## src/rtl/decode_execute_core.sv

```systemverilog
// ============================================================================
// Module      : decode_execute_core
// Description : Decode and execute stages of the 16-bit in-order pipeline.
//               The D register latches one instruction per clock and drives
//               the register-file read numbers combinationally. On the next
//               edge the ALU result, flags, branch redirect, RAM request and
//               Writeback load tag are registered and held for one cycle.
// Ports       : clk, rst_n (sync, active-low)
//               instr                     - instruction from Fetch
//               ro_port{1,2}_reg_num/value - register-file read ports
//               alu_flags                 - reserved, ignored
//               flags_out                 - {4'b0, V, N, C, Z}
//               wo_*                      - register write request
//               branch_*                  - Fetch redirect
//               ram_rd_*, ram_wr_*        - RAM load/store requests
//               wb_bus                    - {load valid, 11'b0, load rd}
// Revision    : 1.0 - initial release
// ============================================================================
`default_nettype none

module decode_execute_core (
    input  logic        clk,
    input  logic        rst_n,
    input  logic [15:0] instr,
    output logic [3:0]  ro_port1_reg_num,
    input  logic [15:0] ro_port1_value,
    output logic [3:0]  ro_port2_reg_num,
    input  logic [15:0] ro_port2_value,
    input  logic [7:0]  alu_flags,
    output logic [7:0]  flags_out,
    output logic        wo_enable,
    output logic [3:0]  wo_reg_num,
    output logic [15:0] wo_value,
    output logic        branch_enable,
    output logic [15:0] branch_target,
    output logic        ram_rd_enable,
    output logic [15:0] ram_rd_address,
    output logic        ram_wr_enable,
    output logic [15:0] ram_wr_address,
    output logic [15:0] ram_wr_value,
    output logic [15:0] wb_bus
);

    localparam logic [3:0] c_OP_NOP  = 4'h0;
    localparam logic [3:0] c_OP_ADD  = 4'h1;
    localparam logic [3:0] c_OP_SUB  = 4'h2;
    localparam logic [3:0] c_OP_AND  = 4'h3;
    localparam logic [3:0] c_OP_OR   = 4'h4;
    localparam logic [3:0] c_OP_XOR  = 4'h5;
    localparam logic [3:0] c_OP_SHL  = 4'h6;
    localparam logic [3:0] c_OP_SHR  = 4'h7;
    localparam logic [3:0] c_OP_LDI  = 4'h8;
    localparam logic [3:0] c_OP_ADDI = 4'h9;
    localparam logic [3:0] c_OP_LD   = 4'hA;
    localparam logic [3:0] c_OP_ST   = 4'hB;
    localparam logic [3:0] c_OP_JMP  = 4'hC;
    localparam logic [3:0] c_OP_BZ   = 4'hD;
    localparam logic [3:0] c_OP_BNZ  = 4'hE;
    localparam logic [3:0] c_OP_JR   = 4'hF;

    // Decode register
    logic [15:0] r_d;

    logic [3:0]  w_op, w_rd, w_rs1, w_rs2;
    logic [7:0]  w_imm8;
    logic [11:0] w_imm12;

    assign w_op    = r_d[15:12];
    assign w_rd    = r_d[11:8];
    assign w_rs1   = r_d[7:4];
    assign w_rs2   = r_d[3:0];
    assign w_imm8  = r_d[7:0];
    assign w_imm12 = r_d[11:0];

    // ADDI is read-modify-write on rd, so port 1 reads rd in that case
    assign ro_port1_reg_num = (w_op == c_OP_ADDI) ? w_rd : w_rs1;
    assign ro_port2_reg_num = w_rs2;

    // The register-file flag copy is reserved; branches use flags_out
    logic w_unused_flags;
    assign w_unused_flags = ^alu_flags;

    logic [15:0] w_a, w_b, w_imm_sext;
    logic [16:0] w_sum, w_diff, w_sum_imm;

    assign w_a        = ro_port1_value;
    assign w_b        = ro_port2_value;
    assign w_imm_sext = {{8{w_imm8[7]}}, w_imm8};
    assign w_sum      = {1'b0, w_a} + {1'b0, w_b};
    assign w_diff     = {1'b0, w_a} - {1'b0, w_b};
    assign w_sum_imm  = {1'b0, w_a} + {1'b0, w_imm_sext};

    logic        w_wo_enable;
    logic [3:0]  w_wo_reg_num;
    logic [15:0] w_wo_value;
    logic        w_br_enable;
    logic [15:0] w_br_target;
    logic        w_rd_enable;
    logic [15:0] w_rd_address;
    logic        w_wr_enable;
    logic [15:0] w_wr_address;
    logic [15:0] w_wr_value;
    logic [15:0] w_wb_bus;
    logic        w_flag_update;
    logic [15:0] w_res;
    logic        w_c, w_v;
    logic [7:0]  w_flags_next;

    always_comb begin
        w_wo_enable   = 1'b0;
        w_wo_reg_num  = 4'h0;
        w_wo_value    = 16'h0000;
        w_br_enable   = 1'b0;
        w_br_target   = 16'h0000;
        w_rd_enable   = 1'b0;
        w_rd_address  = 16'h0000;
        w_wr_enable   = 1'b0;
        w_wr_address  = 16'h0000;
        w_wr_value    = 16'h0000;
        w_wb_bus      = 16'h0000;
        w_flag_update = 1'b0;
        w_res         = 16'h0000;
        w_c           = 1'b0;
        w_v           = 1'b0;

        // A redirect in flight squashes the instruction sitting in D
        if (!branch_enable) begin
            case (w_op)
                c_OP_ADD: begin
                    w_res         = w_sum[15:0];
                    w_c           = w_sum[16];
                    w_v           = (w_a[15] == w_b[15]) && (w_res[15] != w_a[15]);
                    w_flag_update = 1'b1;
                end
                c_OP_SUB: begin
                    w_res         = w_diff[15:0];
                    w_c           = w_diff[16];   // borrow: A < B unsigned
                    w_v           = (w_a[15] != w_b[15]) && (w_res[15] != w_a[15]);
                    w_flag_update = 1'b1;
                end
                c_OP_AND: begin
                    w_res         = w_a & w_b;
                    w_flag_update = 1'b1;
                end
                c_OP_OR: begin
                    w_res         = w_a | w_b;
                    w_flag_update = 1'b1;
                end
                c_OP_XOR: begin
                    w_res         = w_a ^ w_b;
                    w_flag_update = 1'b1;
                end
                c_OP_SHL: begin
                    w_res         = w_a << w_b[3:0];
                    w_flag_update = 1'b1;
                end
                c_OP_SHR: begin
                    w_res         = w_a >> w_b[3:0];
                    w_flag_update = 1'b1;
                end
                c_OP_LDI: begin
                    w_res = {8'h00, w_imm8};
                end
                c_OP_ADDI: begin
                    w_res         = w_sum_imm[15:0];
                    w_c           = w_sum_imm[16];
                    w_v           = (w_a[15] == w_imm_sext[15]) && (w_res[15] != w_a[15]);
                    w_flag_update = 1'b1;
                end
                c_OP_LD: begin
                    w_rd_enable  = 1'b1;
                    w_rd_address = w_a;
                    w_wb_bus     = {1'b1, 11'b0, w_rd};
                end
                c_OP_ST: begin
                    w_wr_enable  = 1'b1;
                    w_wr_address = w_a;
                    w_wr_value   = w_b;
                end
                c_OP_JMP: begin
                    w_br_enable = 1'b1;
                    w_br_target = {4'h0, w_imm12};
                end
                c_OP_BZ: begin
                    w_br_enable = flags_out[0];
                    w_br_target = flags_out[0] ? {4'h0, w_imm12} : 16'h0000;
                end
                c_OP_BNZ: begin
                    w_br_enable = ~flags_out[0];
                    w_br_target = flags_out[0] ? 16'h0000 : {4'h0, w_imm12};
                end
                c_OP_JR: begin
                    w_br_enable = 1'b1;
                    w_br_target = w_a;
                end
                default: ;  // c_OP_NOP
            endcase

            // Ops 1..9 write rd
            if ((w_op != c_OP_NOP) && (w_op <= c_OP_ADDI)) begin
                w_wo_enable  = 1'b1;
                w_wo_reg_num = w_rd;
                w_wo_value   = w_res;
            end
        end

        w_flags_next = {4'b0000, w_v, w_res[15], w_c, (w_res == 16'h0000)};
    end

    always_ff @(posedge clk) begin
        if (!rst_n) begin
            r_d            <= 16'h0000;
            flags_out      <= 8'h00;
            wo_enable      <= 1'b0;
            wo_reg_num     <= 4'h0;
            wo_value       <= 16'h0000;
            branch_enable  <= 1'b0;
            branch_target  <= 16'h0000;
            ram_rd_enable  <= 1'b0;
            ram_rd_address <= 16'h0000;
            ram_wr_enable  <= 1'b0;
            ram_wr_address <= 16'h0000;
            ram_wr_value   <= 16'h0000;
            wb_bus         <= 16'h0000;
        end else begin
            // The word fetched alongside a redirect is the second shadow slot
            r_d            <= branch_enable ? 16'h0000 : instr;
            if (w_flag_update) begin
                flags_out <= w_flags_next;
            end
            wo_enable      <= w_wo_enable;
            wo_reg_num     <= w_wo_reg_num;
            wo_value       <= w_wo_value;
            branch_enable  <= w_br_enable;
            branch_target  <= w_br_target;
            ram_rd_enable  <= w_rd_enable;
            ram_rd_address <= w_rd_address;
            ram_wr_enable  <= w_wr_enable;
            ram_wr_address <= w_wr_address;
            ram_wr_value   <= w_wr_value;
            wb_bus         <= w_wb_bus;
        end
    end

endmodule

`default_nettype wire

```

## config.mk

```make
export PLATFORM = sky130hd
export DESIGN_NAME = decode_execute_core
export DESIGN_NICKNAME = d
export VERILOG_FILES = /design/src/rtl/decode_execute_core.sv
export SDC_FILE = /design/constraint.sdc
export NUM_CORES = 1
export LEC_CHECK = 0
export CORE_MARGIN = 2
export CORE_UTILIZATION = 49
export CTS_BUF_LIST = sky130_fd_sc_hd__clkbuf_8
export DETAILED_ROUTE_END_ITERATION = 8
export PLACE_DENSITY_LB_ADDON = 0.25
export SYNTH_ARGS = -nofsm -noshare
export SYNTH_HDL_FRONTEND = slang
export SYNTH_SLANG_ARGS = --single-unit
export TNS_END_PERCENT = 10
```

## constraint.sdc

```tcl
create_clock -name clk -period 2.8 [get_ports clk]
set_input_delay 0.28 -clock clk [delete_from_list [all_inputs] [get_ports clk]]
set_output_delay 0.28 -clock clk [all_outputs]
set_load 0.1 [all_outputs]
```

==> impl_metrics.ini <==
[detailed_routing]
ant_nets = 0
firstDrtPassIters = 6
routedWlPerCell_um = 22.9
drc = 0
wirelength_um = 38500
vias_per_cell = 6.05
num_vias = 10156
drt_iter0_markers = 1065

[die]
die_area_um2 = 18400
die_h_um = 135
start_util = 0.495
rows = 48
core-area_um2 = 17100
ios = 178
die_w_um = 135

[timing]
finClkSkew_ps = 22.4
timing_hold_violations_final = 0
rsz0062_at_grt = yes
finalSetupViolations = 4
setup_ws_ps = -55.0
finalMaxSlewViolations = 0
min_period_over_period = 1.02
min_period_ps = 2850
tightest_slew_ps = 598
fmaxAchievable_mhz = 350
slew_headroom = 0.597

[yosys]
synthDistinctLibCells = 98
synth_most_common_cell = dfxtp_1
synth_top_area_share = 0.265
yosys_register_bits = 112
async_reset_ff_frac = 0
netlist_area_um2 = 8470
syn-instance-count = 997
yosysSeqAreaShare = 0.265
yosys-top-cells-count = dfxtp_1, nor2_1, nor3_1, ha_1, nand2_1
synth_top_area_cell = dfxtp_1
yosysWarnings = 0
ys_top_cells_by_area = dfxtp_1, ha_1, nor3_1, nor2_1, mux4_2
synth_edf_count = 0
syn_avg_cell_area_um2 = 8.50
synthFlopType = dfxtp_1

[layout]
fin_nets = 1576
finish.utilization = 0.763
antennaDiodeCount = 0
layout-drive-gt1-share = 0.418
fin_cells = 1680
area_growth_pct = 54.1

[global_routing]
grt_pass1_vias = 9801
track_usage = 0.414
grt_overflow_total = 0
grt_pass1_wl_um = 56800
grt_antenna_before_repair = 0
grt_max_degree = 55

[clock_tree]
cts_max_level = 3
clkSinkCount = 112
path_clk_slew_ps = 130
cts_tree = done
cts_buffers = 9
clk_latency_ps = 420
clockRootBuffer = clkbuf_8
clk_path_buf_depth = 2

[hold_path]
min_path_type = input pin to flip-flop
whs_path_depth = 4

[worst_setup_path]
worstPathArrival_ps = 3190
path_class = flip-flop to flip-flop
worst_setup_path_start_kind = flip-flop
rrSetupSlack_ps = -50
cp_max_fo = 3
worstPathRequired_ps = 3140
reg2regPathDepth = 11
end_kind = flip-flop

[run_status]
status = finished with violations
failed_checks = negative setup slack

[placement]
gp_congestion = 1.07
place_inst = 1647
hpwl_um = 30200
io_buffers = 154

[pwr]
p_per_area_nw_per_um2 = 381
leakage_nw = 5.90
irDropWorstVdd_v = 0.000293

[job]
cap_violations = 0
==> area by class of cell <==
| class | instances | area [um2] |
|---|---|---|
| clock buffers | 9 | 124 |
| clock inverters | 7 | 55.1 |
| fillers | 1264 | 4060 |
| inverters | 58 | 223 |
| multi-input cells | 760 | 6060 |
| flip-flops and latches | 112 | 2250 |
| well taps | 225 | 282 |
| repair buffers | 509 | 4060 |
==> cells in the final DEF, fill, tap and decap left out, types with 8 or more instances in the layout <==
cell / Yosys / final
o21ai_1: 5 / 10
and2_1: 25 / 25
nor2b_1: 12 / 10
clkbuf_8: 0 / 9
o21ai_0: 41 / 29
buf_4: 29 / 441
a211oi_1: 11 / 8
nand3_1: 16 / 15
a21o_1: 8 / 8
nand2b_1: 10 / 10
inv_1: 53 / 51
or3_1: 8 / 8
ha_4: 0 / 12
mux2i_1: 24 / 21
a22oi_1: 27 / 26
buf_6: 3 / 12
nor2_1: 88 / 87
nor3_2: 3 / 8
o22ai_1: 11 / 10
ha_1: 65 / 47
xnor2_1: 15 / 14
nor3_1: 83 / 77
dfxtp_1: 112 / 108
nand2_1: 61 / 61
conb_1: 1 / 15
clkdlybuf4s50_1: 0 / 40
mux4_2: 12 / 12
o211ai_1: 10 / 10
mux2_2: 10 / 10
a21oi_1: 36 / 35
==> power by group <==
group / leakage [nW] / total (mW) / internal (mW) / switching (mW)
Clock: 0.0973 / 0.988 / 0.337 / 0.651
Sequential: 0.911 / 1.66 / 1.63 / 0.0250
Combinational: 4.89 / 2.33 / 0.990 / 1.34
Total: 5.90 / 4.98 / 2.96 / 2.02
==> metal layers <==
metal / vias up / global-route usage / share of wire
met4: 0 / 0.182 / 0.051
met2: 648 / 0.660 / 0.44
met1: 4827 / 0.537 / 0.40
li1: 4558 / - / -
met5: - / 0 / 0
met3: 123 / 0.0969 / 0.11
==> registers in the layout, summed over array words and instances, names as in the netlist <==
name	count
wo_enable	1
flags_out	4
ram_rd_address	16
branch_target	16
ram_wr_address	16
wb_bus	5
ram_wr_value	16
branch_enable	1
ram_wr_enable	1
r_d	16
wo_reg_num	4
wo_value	16
==> critical path, stage by stage (launching register included) <==
cell	delay, ps
dfxtp_1	340
ha_2	190
fa_2	430
xnor2_1	210
o22ai_1	110
a2111oi_1	390
buf_4	200
nand4_1	120
nor4_2	180
and4_4	260
nand4_1	110
o32ai_2	250
==> cell families (layout without fill, tap and decap cells) <==
kind of cell               after synthesis  after routing  share of synthesized area
AOI/OAI and AO/OA                      257            257                      0.227
xor gates and xnor gates                20             20                     0.0207
adders and majority gates               68             68                      0.103
buffers and inverters                  139            583                     0.0836
DFF                                    112            112                      0.265
muxes                                   53             53                     0.0948
other                                    1             15                   0.000443
and+or+nand+nor                        347            347                      0.205
==> worst paths after layout <==
| check | start | to |
|---|---|---|
| setup / recovery | r_d[0] | flags_out[0] |
| hold / removal | ro_port1_value[0] | ram_rd_address[0] |
| setup reg to reg | r_d[0] | flags_out[0] |
| hold reg to reg | flags_out[2] | flags_out[2] |
==> stage by stage <==
stage | power [mW] | setup WS, ps | instance area (um2) | hold WS (ps) | setup TNS (ps)
6_report | 4.98 | -55.0 | 13100 | 295 | -126
4_1_cts | 4.85 | -0.293 | 12900 | 285 | -0.293
5_1_grt | 5.13 | -178 | 13100 | 296 | -735
2_1_floorplan | 2.86 | -187 | 8520 | 396 | -943
3_5_place_dp | 3.77 | -935 | 12200 | 492 | -8220
3_3_place_gp | 3.76 | -891 | 12200 | 485 | -7760
==> repair_timing <==
item | 4_1_cts | 5_1_grt
gates resized for setup | 99 | 33
pin swaps | 35 | 20
endpoints found under the setup margin | 11 | 9
hold buffers | 0 | 0
setup buffers | 14 | 3
No activity file was read; power rests on OpenSTA's default activity.
